<file path="src/rtl/spi_ram_pkg.sv">
// Shared command codes, FSM state encoding and field helpers for the SPI-to-RAM controller.
package spi_ram_pkg;

    localparam int unsigned CMD_WIDTH     = 10;
    localparam int unsigned PAYLOAD_WIDTH = 8;

    typedef enum logic [1:0] {
        CMD_WR_ADDR = 2'b00,
        CMD_WR_DATA = 2'b01,
        CMD_RD_ADDR = 2'b10,
        CMD_RD_DATA = 2'b11
    } cmd_e;

    typedef enum logic [2:0] {
        IDLE     = 3'd0,
        WR       = 3'd1,
        RD_ISSUE = 3'd2,
        RD_WAIT  = 3'd3,
        RD_DONE  = 3'd4
    } state_e;

    function automatic cmd_e cmd_of(input logic [CMD_WIDTH-1:0] word);
        return cmd_e'(word[CMD_WIDTH-1 -: 2]);
    endfunction

    function automatic logic [PAYLOAD_WIDTH-1:0] payload_of(input logic [CMD_WIDTH-1:0] word);
        return word[PAYLOAD_WIDTH-1:0];
    endfunction

endpackage

</file>
<file path="src/rtl/spi_ram_lat_cnt.sv">
// RAM read-latency down-counter: loaded in RD_ISSUE, counts the RD_WAIT cycles.
module spi_ram_lat_cnt #(
    parameter int unsigned LAT = 1
) (
    input  logic clk_i,
    input  logic rst_i,
    input  logic load_i,
    input  logic en_i,
    output logic done_o
);

    localparam logic [1:0] LOAD_VAL = 2'(LAT - 1);

    logic [1:0] cnt_q;
    logic [1:0] cnt_d;

    always_comb begin
        cnt_d = cnt_q;
        if (load_i) begin
            cnt_d = LOAD_VAL;
        end else if (en_i && (cnt_q != 2'd0)) begin
            cnt_d = cnt_q - 2'd1;
        end
    end

    always_ff @(posedge clk_i or posedge rst_i) begin
        if (rst_i) begin
            cnt_q <= '0;
        end else begin
            cnt_q <= cnt_d;
        end
    end

    // Asserted during the last wait cycle so the FSM moves to RD_DONE on that edge.
    assign done_o = (cnt_q <= 2'd1);

endmodule

</file>
<file path="src/rtl/spi_ram_ctrl.sv">
// Command decoder/sequencer between the SPI slave and a single-port synchronous RAM.
// Optional: define SPI_RAM_AUTO_INC_EN for post-access address auto-increment.
module spi_ram_ctrl
    import spi_ram_pkg::*;
#(
    parameter int unsigned ADDR_WIDTH = 8,
    parameter int unsigned DATA_WIDTH = 8,
    parameter int unsigned RAM_RD_LAT = 1
) (
    input  logic                  CLK,
    input  logic                  rst,
    input  logic [CMD_WIDTH-1:0]  rx_data,
    input  logic                  rx_valid,
    input  logic                  ss_n,
    output logic [DATA_WIDTH-1:0] tx_data,
    output logic                  tx_valid,
    output logic [ADDR_WIDTH-1:0] ram_addr,
    output logic [DATA_WIDTH-1:0] ram_wdata,
    output logic                  ram_we,
    output logic                  ram_re,
    input  logic [DATA_WIDTH-1:0] ram_rdata,
    output logic                  busy,
    output logic                  cmd_err
);

    state_e                  state_q, state_d;
    logic [ADDR_WIDTH-1:0]   wr_addr_q, wr_addr_d;
    logic [ADDR_WIDTH-1:0]   rd_addr_q, rd_addr_d;
    logic                    wr_vld_q, wr_vld_d;
    logic                    rd_vld_q, rd_vld_d;
    logic                    rx_valid_q;
    logic [DATA_WIDTH-1:0]   tx_data_q, tx_data_d;
    logic                    tx_valid_q, tx_valid_d;
    logic [ADDR_WIDTH-1:0]   ram_addr_q, ram_addr_d;
    logic [DATA_WIDTH-1:0]   ram_wdata_q, ram_wdata_d;
    logic                    cmd_err_q, cmd_err_d;
    logic                    discard_q, discard_d;

    logic                    accept;
    cmd_e                    cmd;
    logic [PAYLOAD_WIDTH-1:0] payload;
    logic                    lat_load;
    logic                    lat_en;
    logic                    lat_done;

    assign accept  = rx_valid && !rx_valid_q;
    assign cmd     = cmd_of(rx_data);
    assign payload = payload_of(rx_data);

    spi_ram_lat_cnt #(
        .LAT (RAM_RD_LAT)
    ) u_lat_cnt (
        .clk_i  (CLK),
        .rst_i  (rst),
        .load_i (lat_load),
        .en_i   (lat_en),
        .done_o (lat_done)
    );

    always_comb begin
        state_d     = state_q;
        wr_addr_d   = wr_addr_q;
        rd_addr_d   = rd_addr_q;
        wr_vld_d    = wr_vld_q;
        rd_vld_d    = rd_vld_q;
        tx_data_d   = tx_data_q;
        tx_valid_d  = tx_valid_q;
        ram_addr_d  = ram_addr_q;
        ram_wdata_d = ram_wdata_q;
        cmd_err_d   = cmd_err_q;
        discard_d   = discard_q;
        lat_load    = 1'b0;
        lat_en      = 1'b0;

        // Deselect while the read is still in flight poisons its result.
        if (ss_n && (state_q == RD_ISSUE || state_q == RD_WAIT)) begin
            discard_d = 1'b1;
        end

        case (state_q)
            IDLE: begin
                if (accept) begin
                    tx_valid_d = 1'b0;
                    case (cmd)
                        CMD_WR_ADDR: begin
                            wr_addr_d = payload[ADDR_WIDTH-1:0];
                            wr_vld_d  = 1'b1;
                        end
                        CMD_WR_DATA: begin
                            if (wr_vld_q) begin
                                ram_wdata_d = DATA_WIDTH'(payload);
                                ram_addr_d  = wr_addr_q;
                                state_d     = WR;
                            end else begin
                                cmd_err_d = 1'b1;
                            end
                        end
                        CMD_RD_ADDR: begin
                            rd_addr_d = payload[ADDR_WIDTH-1:0];
                            rd_vld_d  = 1'b1;
                        end
                        CMD_RD_DATA: begin
                            if (rd_vld_q) begin
                                ram_addr_d = rd_addr_q;
                                discard_d  = 1'b0;
                                state_d    = RD_ISSUE;
                            end else begin
                                cmd_err_d = 1'b1;
                            end
                        end
                        default: ;
                    endcase
                end
            end
            WR: begin
                state_d = IDLE;
`ifdef SPI_RAM_AUTO_INC_EN
                wr_addr_d = wr_addr_q + ADDR_WIDTH'(1);
`endif
            end
            RD_ISSUE: begin
                lat_load = 1'b1;
                state_d  = (RAM_RD_LAT > 1) ? RD_WAIT : RD_DONE;
`ifdef SPI_RAM_AUTO_INC_EN
                rd_addr_d = rd_addr_q + ADDR_WIDTH'(1);
`endif
            end
            RD_WAIT: begin
                lat_en = 1'b1;
                if (lat_done) begin
                    state_d = RD_DONE;
                end
            end
            RD_DONE: begin
                state_d = IDLE;
                if (!discard_q && !ss_n) begin
                    tx_data_d  = ram_rdata;
                    tx_valid_d = 1'b1;
                end
            end
            default: state_d = IDLE;
        endcase

        if (accept && (state_q != IDLE)) begin
            cmd_err_d = 1'b1;
        end

        if (ss_n) begin
            tx_valid_d = 1'b0;
        end
    end

    always_ff @(posedge CLK or posedge rst) begin
        if (rst) begin
            state_q     <= IDLE;
            wr_addr_q   <= '0;
            rd_addr_q   <= '0;
            wr_vld_q    <= 1'b0;
            rd_vld_q    <= 1'b0;
            rx_valid_q  <= 1'b0;
            tx_data_q   <= '0;
            tx_valid_q  <= 1'b0;
            ram_addr_q  <= '0;
            ram_wdata_q <= '0;
            cmd_err_q   <= 1'b0;
            discard_q   <= 1'b0;
        end else begin
            state_q     <= state_d;
            wr_addr_q   <= wr_addr_d;
            rd_addr_q   <= rd_addr_d;
            wr_vld_q    <= wr_vld_d;
            rd_vld_q    <= rd_vld_d;
            rx_valid_q  <= rx_valid;
            tx_data_q   <= tx_data_d;
            tx_valid_q  <= tx_valid_d;
            ram_addr_q  <= ram_addr_d;
            ram_wdata_q <= ram_wdata_d;
            cmd_err_q   <= cmd_err_d;
            discard_q   <= discard_d;
        end
    end

    assign tx_data   = tx_data_q;
    assign tx_valid  = tx_valid_q;
    assign ram_addr  = ram_addr_q;
    assign ram_wdata = ram_wdata_q;
    assign ram_we    = (state_q == WR);
    assign ram_re    = (state_q == RD_ISSUE);
    assign busy      = (state_q != IDLE);
    assign cmd_err   = cmd_err_q;

endmodule

</file>
<file path="config.mk">
export PLATFORM = sky130hd
export DESIGN_NAME = spi_ram_ctrl
export DESIGN_NICKNAME = d
export VERILOG_FILES = /design/src/rtl/spi_ram_pkg.sv /design/src/rtl/spi_ram_lat_cnt.sv /design/src/rtl/spi_ram_ctrl.sv
export SDC_FILE = /design/constraint.sdc
export NUM_CORES = 1
export LEC_CHECK = 0
export BUFFER_PORTS_ARGS = -buffer_cell sky130_fd_sc_hd__clkbuf_2
export CAP_MARGIN = 0
export CORE_AREA = 2 2 83 61
export DETAILED_ROUTE_END_ITERATION = 8
export DIE_AREA = 0 0 85 63
export PLACE_DENSITY = 0.75
export SLEW_MARGIN = 10
export SYNTH_ARGS = -nofsm -noshare
export SYNTH_HDL_FRONTEND = slang
export SYNTH_HIERARCHICAL = 1
export SYNTH_SLANG_ARGS = --single-unit
</file>
<file path="constraint.sdc">
create_clock -name CLK -period 2.2 [get_ports CLK]
set_input_delay 0.44 -clock CLK [delete_from_list [all_inputs] [get_ports CLK]]
set_output_delay 0.44 -clock CLK [all_outputs]
set_load 0.01 [all_outputs]
</file>
# Word level (Yosys, flattened, before mapping)
# Index checks and enable logic that the tools add are counted.
# Widths: inputs -> output; s select.
# classes
add_sub_neg	1
multipliers	0
n_div	0
order_cmp	1
n_eq_ne	18
shifts	0
n_mux	28
bitwise	0
n_reduce_logical	27
# ops
operator	n
$ne 3x3->1 const B	6
$mux 8	2
$pmux 8 s2	1
$mux 1	15
$reduce_and 5->1	3
$mux 3	4
$reduce_bool 2->1	5
$pmux 3 s3	1
$reduce_and 3->1	3
$reduce_bool 3->1	3
$ne 2x2->1 const B	4
$eq 3x2->1 const B	2
$pmux 3 s2	1
$logic_and 1x1->1	5
$eq 2x2->1 const B	2
$mux 2	2
$pmux 1 s2	2
$reduce_and 4->1	1
$eq 3x1->1 const B	1
$eq 3x3->1 const B	1
$logic_not 1->1	3
$logic_not 3->1	1
$ne 3x1->1 const B	1
$eq 2x1->1 const B	1
other kinds (5)	5
# totals
regBits	51
latchBits	0
mem_bits_rw	0
mem_bits_ro	0
n_memories	0

# Depth between registers and ports, before layout
# Gate-level depths: netlist of run 1.
# logic_depth
ltp_word	8
ltp_mapped	5
mapped_depth_nobuf	5

# Cells and area by module
# Netlist of run 1, hierarchy kept.
# modules_own_cells
mod	n_inst	cells_per_inst	area_per_inst_um2	seq_area_each_um2
spi_ram_ctrl	1	133	2044.5	1226.2
spi_ram_lat_cnt	1	14	140.1	50.0

# Worst setup path after synthesis of run 1
# No wires, ideal clock.
# synth_timing
kind	reg2reg
start	reg state_q[1]
end	reg wr_addr_q[0]
arrival_ns	1.626
path_slack_ns	0.449
stages_incl_launch_ff	6
path_buffers	1
synth_period_minus_slack_ns	1.751
cell_sequence	dfrtp_1 > nor3_4 > inv_2 > or4_1 > buf_4 > mux2_4
# synth_via
elab_chain_len	2
# synth_rtl
element	line	text
start: declaration	spi_ram_ctrl.sv:26	state_e state_q, state_d;
start signal: assignment	spi_ram_ctrl.sv:168	state_q <= state_d;
$logic_not 3->1	spi_ram_ctrl.sv:80	case (state_q)
$reduce_and 3->1 (no line)	-	
end signal: assignment	spi_ram_ctrl.sv:169	wr_addr_q <= wr_addr_d;
end: declaration	spi_ram_ctrl.sv:27	logic [ADDR_WIDTH-1:0] wr_addr_q, wr_addr_d;
# Every way passes these cells.
# A chain may end at the register's enable or synchronous reset.

# Final worst setup path of run 1
# layout_timing
start	reg state_q[1]
end	reg wr_addr_q[4]
# Same word-level chain as after synthesis.

==> metrics.txt, run 1 <==
status=finished, final reports clean; post-route insts no fill=264; CP Data Arrival Time=about 2.2 ns; WHS=0.253 ns; hold_buf cts=1; Worst-path clk slew=0.10 ns; Rel. slew slack=62.9%; WL final=4.03 mm; syn_area_per_cell=14.9 sq um; Yosys top cell by area=dfrtp_1; met2 Use GR=about a quarter; hold crit path type=in -> reg; Rows=21; first-pass GRT wire length=7.15 mm; Die ar.=5360 sq um; total of max-cap violations=0; Power Density=988 nW/um^2; number of synthesized register bits=51; RSZ-0062 raised after global routing=no; min setup slack post-route=0.156 ns; CTS tree=yes; post-CTS setup buffers=0; Total GRT Usage=17.3%; Fin. Hold Viols=0; area of the core=4600 sq um; insertion delay to the later sink of the worst-skew pair=0.31 ns; layout net count=230; number of CTS-inserted buffers=5; DP HPWL=2.98 mm; post-cts repair resize count=0; Synth Net Count=171; Yosys warnings=6; Cell variety after synth=33; Via Count=1362; placed insts=approximately 260; Root Buffer=clkbuf_8; vias per cell=5.16; detailed-route wire length per cell=15.3 um; number of global-route vias before repair=1473; flip-flop and latch area=~1300 sq um; commonest non-fill, non-tap cell in the layout=dfrtp_1; Max Clk Rate=489 MHz; grt total ovfl=0; Post-DP Area=2520 sq um; Starting Density=47.5%; ranking of synthesized cells by area=dfrtp_1 58%, mux2_2 21%, mux2_4 5.5%; Placement Setup Slack=0.192 ns; Die H=around 63 um; final setup violation count=0; Port Buffers=50; layout cells sized above 1=roughly 57%; most frequent cells in the layout=51 x dfrtp_1, 50 x clkbuf_2, 41 x mux2_2; crit path time final=2.04 ns; first-iteration detailed-routing DRC count=49; clk sink count=just over 50; nature of the critical path startpoint=flip-flop; ANT cells=0; Most Crowded Layer GR=met2; worst-margin pin slew=0.555 ns; Post-Synthesis Cells=roughly 150; largest fanout on the critical path=9; met1 usage in global routing=24.2%; Post-DRT Antenna Nets=0; Worst setup EP type=flip-flop; CP required=2.39 ns; post-synth top area share=58.4%; area of the multi-input gates=about 860 sq um; DRC Markers=0; VDD IR-drop max=499 uV; filler cell count=374; I/O Pins=approximately 50; initial antenna violation count=0; GP Congestion=roughly 0.73; met3 usage=around 5%; Final Slew Violations=0; Tcrit/Tclk final=92.9%; leakage power=1.31 nW; design area=2650 sq um; Seq/Total Area, Yosys=between 50% and 60%; Area Growth Syn to Fin=21.3%; Crit Path Class=reg -> reg; TNS Setup=0 ns; largest net degree at the start of global routing=25; Longest Clk Path Bufs=2; Synth Cell Area=2180 sq um; First-pass DRT Iterations=4; DIE WIDTH=85 um; Fin Clk Skew=0.0125 ns; CTS HTree Levels=2
-- Yosys cell counts, drive strengths merged --
library cell / number
nand2: 2
o31ai: 1
nor2b: 4
nand4b: 1
and3: 1
or4: 1
o21bai: 1
and2b: 1
a21o: 1
mux2i: 1
a41o: 1
nand2b: 4
dfrtp: 51
nand4: 1
nor3b: 1
a41oi: 1
ha: 2
nor4b: 2
nor2: 5
or4b: 1
inv: 6
nor4bb: 1
mux2: 49
nor3: 2
a31oi: 1
a21oi: 1
clkbuf: 1
buf: 3
-- worst paths after layout --
path,from,to,slack [ns],cells past startpoint
max,state_q[1],wr_addr_q[4],0.16,4
min,rx_valid,rx_valid_q,0.25,1
max reg2reg,state_q[1],wr_addr_q[4],0.16,4
min reg2reg,cmd_err,cmd_err,0.49,1
max in group asynchronous,rst,ram_wdata[6],0.92,4
min in group asynchronous,rst,u_lat_cnt/cnt_q[1],0.52,3
-- report_power, final --
group	leakage, nW	total [W]	internal, W	switching [W]
sequential	0.626	0.00131	0.00118	0.000128
clock	0.0612	0.000677	0.000368	0.000309
combinational	0.627	0.000636	0.000363	0.000273
total	1.31	0.00262	0.00191	0.000710
-- sequential cells by signal, indices dropped and copies added, names as in the netlist --
register / flops
tx_data: 8
u_lat_cnt/cnt_q: 2
ram_addr: 8
rd_addr_q: 8
wr_addr_q: 8
state_q: 3
ram_wdata: 8
rd_vld_q: 1
discard_q: 1
rx_valid_q: 1
wr_vld_q: 1
tx_valid: 1
cmd_err: 1
-- critical path, stage by stage (launching register included) --
cell,delay [ns]
dfrtp_1,0.47
nor3_4,0.26
inv_2,0.09
or4_1,0.70
mux2_4,0.40
-- metrics by stage --
| stage | utilization (%) | total power (W) |
|---|---|---|
| global placement | 54.9 | 0.00194 |
| CTS | 57.6 | 0.00265 |
| global route | 57.6 | 0.00277 |
| floorplan | - | 0.00170 |
| detailed placement | 54.9 | 0.00197 |
| finish | 57.6 | 0.00262 |
-- cell families (layout without fill, tap and decap cells) --
group | Yosys count | in the layout | share of synthesized area (%)
flops | 51 | 51 | 58.4
mux | 50 | 50 | 27.1
simple gates | 27 | 27 | 8.94
buf+inv | 10 | 70 | 2.00
compound gates | 7 | 7 | 2.41
fa+ha+maj | 2 | 2 | 1.15
-- area by class of cell --
type	instances	share of cell area, %
Multi-Input combinational cell	86	32.6
Inverter	6	0.850
Clock inverter	2	1.32
Clock buffer	6	3.12
Sequential cell	51	48.2
Tap cell	57	2.69
Timing Repair Buffer	56	11.2
-- layer usage --
metal	vias up	share of wire, %
met3	7	4.1
met4	0	1.6
li1	639	-
met1	689	49
met5	-	0
met2	27	45
Note: power is estimated with default switching activity, not from simulation.
==> run 2, diff against run 1 <==
SETUP_SLACK_MARGIN = 0.3   (was not set)
==> run 2 against run 1 <==
Compared with the run above:
- die area is the same
- non-clock buffer count grew 2
- clock power is essentially flat
- setup slack gained 0.22 ns
- first-iteration DRC count is the same
- hold slack gained 0.00068 ns
- sequential share of layout area shrank 0.47 points
- utilization grew 0.63 points
- critical endpoint unchanged
- largest cell class unchanged
- largest power group unchanged
==> metrics.txt, run 2 (synthesis gave the netlist of run 1 again) <==
status=finished, final reports clean; crit path buf inv count=1 (unchanged); most frequent cells in the layout=50 x dfrtp_1, 50 x clkbuf_2, 41 x mux2_2; vias per cell=5.17 (+0.12%); Final Slew Violations=0 (unchanged); Crit path depth=4 (unchanged); Rows=21 (unchanged); clk sink count=51 (unchanged); Via Count=1374 (+0.88%); Fin Clk Skew=0.0124 ns (-0.0000350 ns); TNS Setup=0 ns (unchanged); worst hold stages=1 (unchanged); number of CTS-inserted buffers=5 (unchanged); Total GRT Usage=17.3% (unchanged); DP HPWL=2.98 mm (unchanged); nature of the critical path startpoint=flip-flop; Post-DP Area=2520 sq um (unchanged); CTS HTree Levels=2 (unchanged); first-iteration detailed-routing DRC count=49 (unchanged); Tcrit/Tclk final=83.1% (-9.9 points); crit path max-delay cell type=or4_4; min setup slack post-route=0.372 ns (+0.217 ns); CP Data Arrival Time=2.02 ns (-0.21 ns); first-pass GRT wire length=7.16 mm (+0.20%); DRC Markers=0 (unchanged); Rel. slew slack=63.4% (+0.53 points); First-pass DRT Iterations=4 (unchanged); Die ar.=5360 sq um (unchanged); critical-path cell list=nor3_4 > inv_2 > or4_4 > mux2_4; I/O Pins=51 (unchanged); layout net count=232 (+0.87%); R2R setup slack=0.37 ns (+0.22 ns); CP required=2.39 ns (about the same); hold crit path type=in -> reg; DIE WIDTH=85 um (unchanged); Starting Density=47.5% (unchanged); design area=2680 sq um (+1.1%); Worst path max stage delay=0.55 ns (-0.15 ns); Switching Power=0.000711 W (+0.15%); detailed-route wire length per cell=15.5 um (+1.5%); overall power=0.00262 W (+0.12%); Area Growth Syn to Fin=22.6%; insertion delay to the later sink of the worst-skew pair=0.31 ns (about the same); ANT cells=0 (unchanged); Placement Setup Slack=0.192 ns (unchanged); layout cells sized above 1=58.9% (+2.3 points); largest fanout on the critical path=9 (unchanged); Worst setup EP type=flip-flop; Reg power frac=49.8% (about the same); total of max-cap violations=0 (unchanged); worst-margin pin slew=0.545 ns (-0.00920 ns); final setup violation count=0 (unchanged); WL final=4.12 mm (+2.3%); grt total ovfl=0 (unchanged); combinational fraction of design power=24.4% (about the same); leakage power=1.32 nW (+0.72%); Crit Path Class=reg -> reg; Util after Layout=58.3% (+0.63 points); largest net degree at the start of global routing=25 (unchanged); number of global-route vias before repair=1471 (-0.14%); CTS tree=yes; clock share of power=25.8% (about the same); crit path time final=1.83 ns (-0.217 ns); area of the core=4600 sq um (unchanged); Die H=63 um (unchanged); GP Congestion=0.729 (unchanged); R2R depth=4 (unchanged); Internal Power=0.00191 W (+0.11%); initial antenna violation count=0 (unchanged); VDD IR-drop max=500 uV (+0.28%); Root Buffer=clkbuf_8; Port Buffers=50 (unchanged); Longest Clk Path Bufs=2 (unchanged); Power Density=979 nW/um^2 (-0.95%); RSZ-0062 raised after global routing=no; Max Clk Rate=547 MHz (+12%); Worst-path clk slew=0.10 ns (about the same); Post-DRT Antenna Nets=0 (unchanged); Top Family by Delay on Critical Path=simple AND/OR/NAND/NOR gates; Switching Share=27.1% (about the same); Fin. Hold Viols=0 (unchanged)
[run 2: changes by cell type in the layout (fill, tap and decap cells not counted), sizes merged]
cell	before	now
buf	5	7
[run 2: cell type report]
cell class	instances	area, sq um
Sequential cell	51	1280
Tap cell	57	71.3
Clock inverter	2	35.0
Clock buffer	6	82.6
Multi-Input combinational cell	86	877
Fill cell	374	1920
Timing Repair Buffer	58	313
Inverter	6	22.5
[run 2: what timing repair did]
| action | 4_1_cts | 5_1_grt |
|---|---|---|
| resized for setup | 1 | 3 |
| endpoints found under the setup margin | 8 | 32 |
| pin swaps | 0 | 1 |
| setup buffers | 0 | 2 |
| endpoints found under the hold margin | 2 | 0 |
| hold buffers | 1 | 0 |
[run 2: path summary, 6_finish.rpt]
| check | startpoint | to |
|---|---|---|
| worst min register to register | cmd_err | cmd_err |
| worst max-delay path | state_q[1] | wr_addr_q[4] |
| worst max register to register | state_q[1] | wr_addr_q[4] |
| worst min-delay path | rx_valid | rx_valid_q |
| max in group asynchronous | rst | ram_wdata[6] |
| min in group asynchronous | rst | u_lat_cnt/cnt_q[1] |
[run 2: metrics by stage]
step           std cells  hold WS (ns)
6_report             266         0.254
5_1_grt              266         0.239
3_3_place_gp         255         0.296
4_1_cts              264         0.246
3_5_place_dp         255         0.300
2_1_floorplan        147         0.181
[run 2: power by group through the flow]
stage | sequential [W] | combinational [W] | clock [W]
final | 0.00131 | 0.000639 | 0.000675
after global routing | 0.00134 | 0.000699 | 0.000730
after CTS | 0.00131 | 0.000649 | 0.000691
after detailed placement | 0.00132 | 0.000646 | 0
after global placement | 0.00131 | 0.000626 | 0
after floorplan | 0.00138 | 0.000316 | 0
[run 2: per-layer routing]
metal  wire [um]  GRT usage, %
met1        2010          24.2
met5           0             0
met4          65          7.14
met2        1880          25.5
met3         161          5.02
==> run 3, diff against run 2 <==
ABC_AREA = 1   (was not set)
CORE_AREA = 2 2 86 63   (was 2 2 83 61)
DIE_AREA = 0 0 88 65   (was 0 0 85 63)
PLACE_DENSITY = 0.76   (was 0.75)
clock period = 1.5 ns   (was 2.2 ns; I/O delays follow)
==> run 3 against run 2 <==
Compared with the run above:
- utilization increased by 13 points
- critical path depth decreased by 1
- hold slack got worse by 0.12 ns
- via count increased by 73%
- critical endpoint is now ram_re
- highest routed layer unchanged
==> metrics.txt, run 3 <==
Rel. slew slack=53.4% (-10 points); DP HPWL=3.72 mm (+25%); Worst setup EP type=output port; initial antenna violation count=0 (unchanged); Seq/Total Area, Yosys=55.3% (-3.1 points); insertion delay to the later sink of the worst-skew pair=0.32 ns (about the same); worst-margin pin slew=0.696 ns (+0.151 ns); Post-DP Area=2720 sq um (+7.9%); DIE WIDTH=88 um (+3.5%); design area=3530 sq um (+32%); Cell variety after synth=18 (-45%); first-pass GRT wire length=10.9 mm (+52%); Max Clk Rate=680 MHz; DRC Markers=0 (unchanged); Via Count=2381 (+73%); overall power=0.00385 W (+47%); Longest Clk Path Bufs=2 (unchanged); Yosys top cell by area=dfrtp_1; number of synthesized flops with an enable pin=0 (unchanged); Rows=22 (+4.8%); CP Data Arrival Time=1.17 ns (-0.85 ns); top cells by count, synth=116 x nand2_1, 59 x nand3_1, 51 x dfrtp_1, 24 x inv_1, 8 x nor2_1; number of synthesized register bits=51 (unchanged); vias per cell=5.35 (+3.6%); top_reg_cell synth=dfrtp_1; hold path start=rx_valid; layout net count=396 (+71%); Total GRT Usage=25.3% (+8.0 points); Fin. Hold Viols=0 (unchanged); first-iteration detailed-routing DRC count=175 (+260%); FFs w/ async S/R, synth=100% (unchanged); Synth Cell Area=2310 sq um (+5.6%); GP Congestion=0.829 (+14%); Power Density=1090 nW/um^2 (+12%); Port Buffers=50 (unchanged); largest net degree at the start of global routing=50 (+100%); WHS=0.137 ns (-0.116 ns); crit path launch=state_q[0]; Worst-path clk slew=0.09 ns (about the same); WL final=7.33 mm (+78%); commonest non-fill, non-tap cell in the layout=nand2_1; final setup violation count=0 (unchanged); largest fanout on the critical path=3 (-6); most frequent cells in the layout=82 x nand2_1, 50 x dfrtp_1, 48 x clkbuf_2; Die H=65 um (+3.2%); clk sink count=51 (unchanged); syn_area_per_cell=8.12 sq um (-45%); RSZ-0062 raised after global routing=yes; Die ar.=5720 sq um (+6.8%); number of CTS-inserted buffers=5 (unchanged); crit path time final=1.47 ns; leakage power=1.84 nW (+39%); hold crit path type=in -> reg; Area Growth Syn to Fin=53.0%; Post-DRT Antenna Nets=0 (unchanged); post-route insts no fill=445 (+67%); Tcrit/Tclk final=98.0%; status=finished, final reports clean; CP required=1.20 ns (-1.19 ns); number of global-route vias before repair=2304 (+57%); Starting Density=46.3% (-1.2 points); detailed-route wire length per cell=16.5 um (+6.3%); Synth Net Count=308 (+80%); placed insts=410 (+61%); most frequent cell after synthesis=nand2_1; post-synth top area share=55.3% (-3.1 points); r2r startpoint=state_q[0]; layout cells sized above 1=46.4% (-12 points); CTS tree=yes; Final Slew Violations=0 (unchanged); nature of the critical path startpoint=flip-flop; Yosys warnings=6 (unchanged); total of max-cap violations=0 (unchanged); Fin Clk Skew=0.00749 ns (-0.00494 ns); CTS HTree Levels=2 (unchanged); First-pass DRT Iterations=5 (+1); Root Buffer=clkbuf_8; ranking of synthesized cells by area=dfrtp_1 55%, nand2_1 19%, nand3_1 13%; area of the core=4980 sq um (+8.4%); VDD IR-drop max=393 uV (-22%); grt total ovfl=0 (unchanged); Crit Path Class=reg -> out; ANT cells=0 (unchanged); I/O Pins=51 (unchanged); Post-Synthesis Cells=284 (+93%)
## run 3: cell types whose count changed after synthesis, sizes merged, moves of 3 or more
cell and delta:
mux2 -49, buf +3, nand2b -4, nand3 +59
nand2 +119, nor2b -4, nor2 +8, inv +18
## run 3: through the flow
step,setup WS [ns],util (%),TNS [ns]
2_1_floorplan,0.284,-,0
3_3_place_gp,0.154,54.6,0
3_5_place_dp,0.0877,54.6,0
4_1_cts,0.0729,66.8,0
5_1_grt,-0.0214,70.8,-0.0214
6_report,0.0300,70.8,0
## run 3: per-layer routing
layer | wire length, um | global-route usage, %
met1 | 3110 | 32.8
met2 | 3430 | 40.0
met3 | 457 | 6.50
met4 | 325 | 11.3
met5 | 0 | 0
## run 3: path summary, 6_finish.rpt
check / cells after the start / slack [ns] / end
max reg2reg: 8 / 0.05 / wr_addr_q[7]
min: 1 / 0.14 / rx_valid_q
min reg2reg: 2 / 0.48 / cmd_err
max: 3 / 0.03 / ram_re
min in group asynchronous: 3 / 0.39 / u_lat_cnt/cnt_q[1]
max in group asynchronous: 4 / 0.69 / ram_addr[5]
## run 3: final cells by class
type / instances / area [sq um]
clock buffer: 5 / 68.8
clock inverter: 3 / 43.8
fill: 328 / 1460
inverter: 25 / 97.6
multi-input combinational: 203 / 1250
sequential: 51 / 1280
tap: 72 / 90.1
timing repair buffer: 86 / 702
## run 3: what timing repair did
item                                    CTS  global route
endpoints found under the hold margin     2             0
endpoints found under the setup margin   47            52
hold buffers                              1             0
pin swaps                                31            18
setup buffers                            15             5
gates resized for setup                  59            45
cloned                                    6             0
## run 3: report_power, final
| part | internal [W] | switching [W] | total, W |
|---|---|---|---|
| sequential | 0.00164 | 0.000194 | 0.00183 |
| clock | 0.000497 | 0.000476 | 0.000973 |
| combinational | 0.000449 | 0.000593 | 0.00104 |
## run 3: critical path, stage by stage, from the launching register on
cell	delay [ns]
dfrtp_1	0.45
buf_4	0.17
nor2_4	0.12
buf_6	0.11
## run 3: cells by family after synthesis
kind of cell	Yosys count	share of synthesized area (%)
flops	51	55.3
buf+inv	32	6.08
compound gates	3	0.760
simple gates	196	36.7
fa+ha+maj	2	1.09
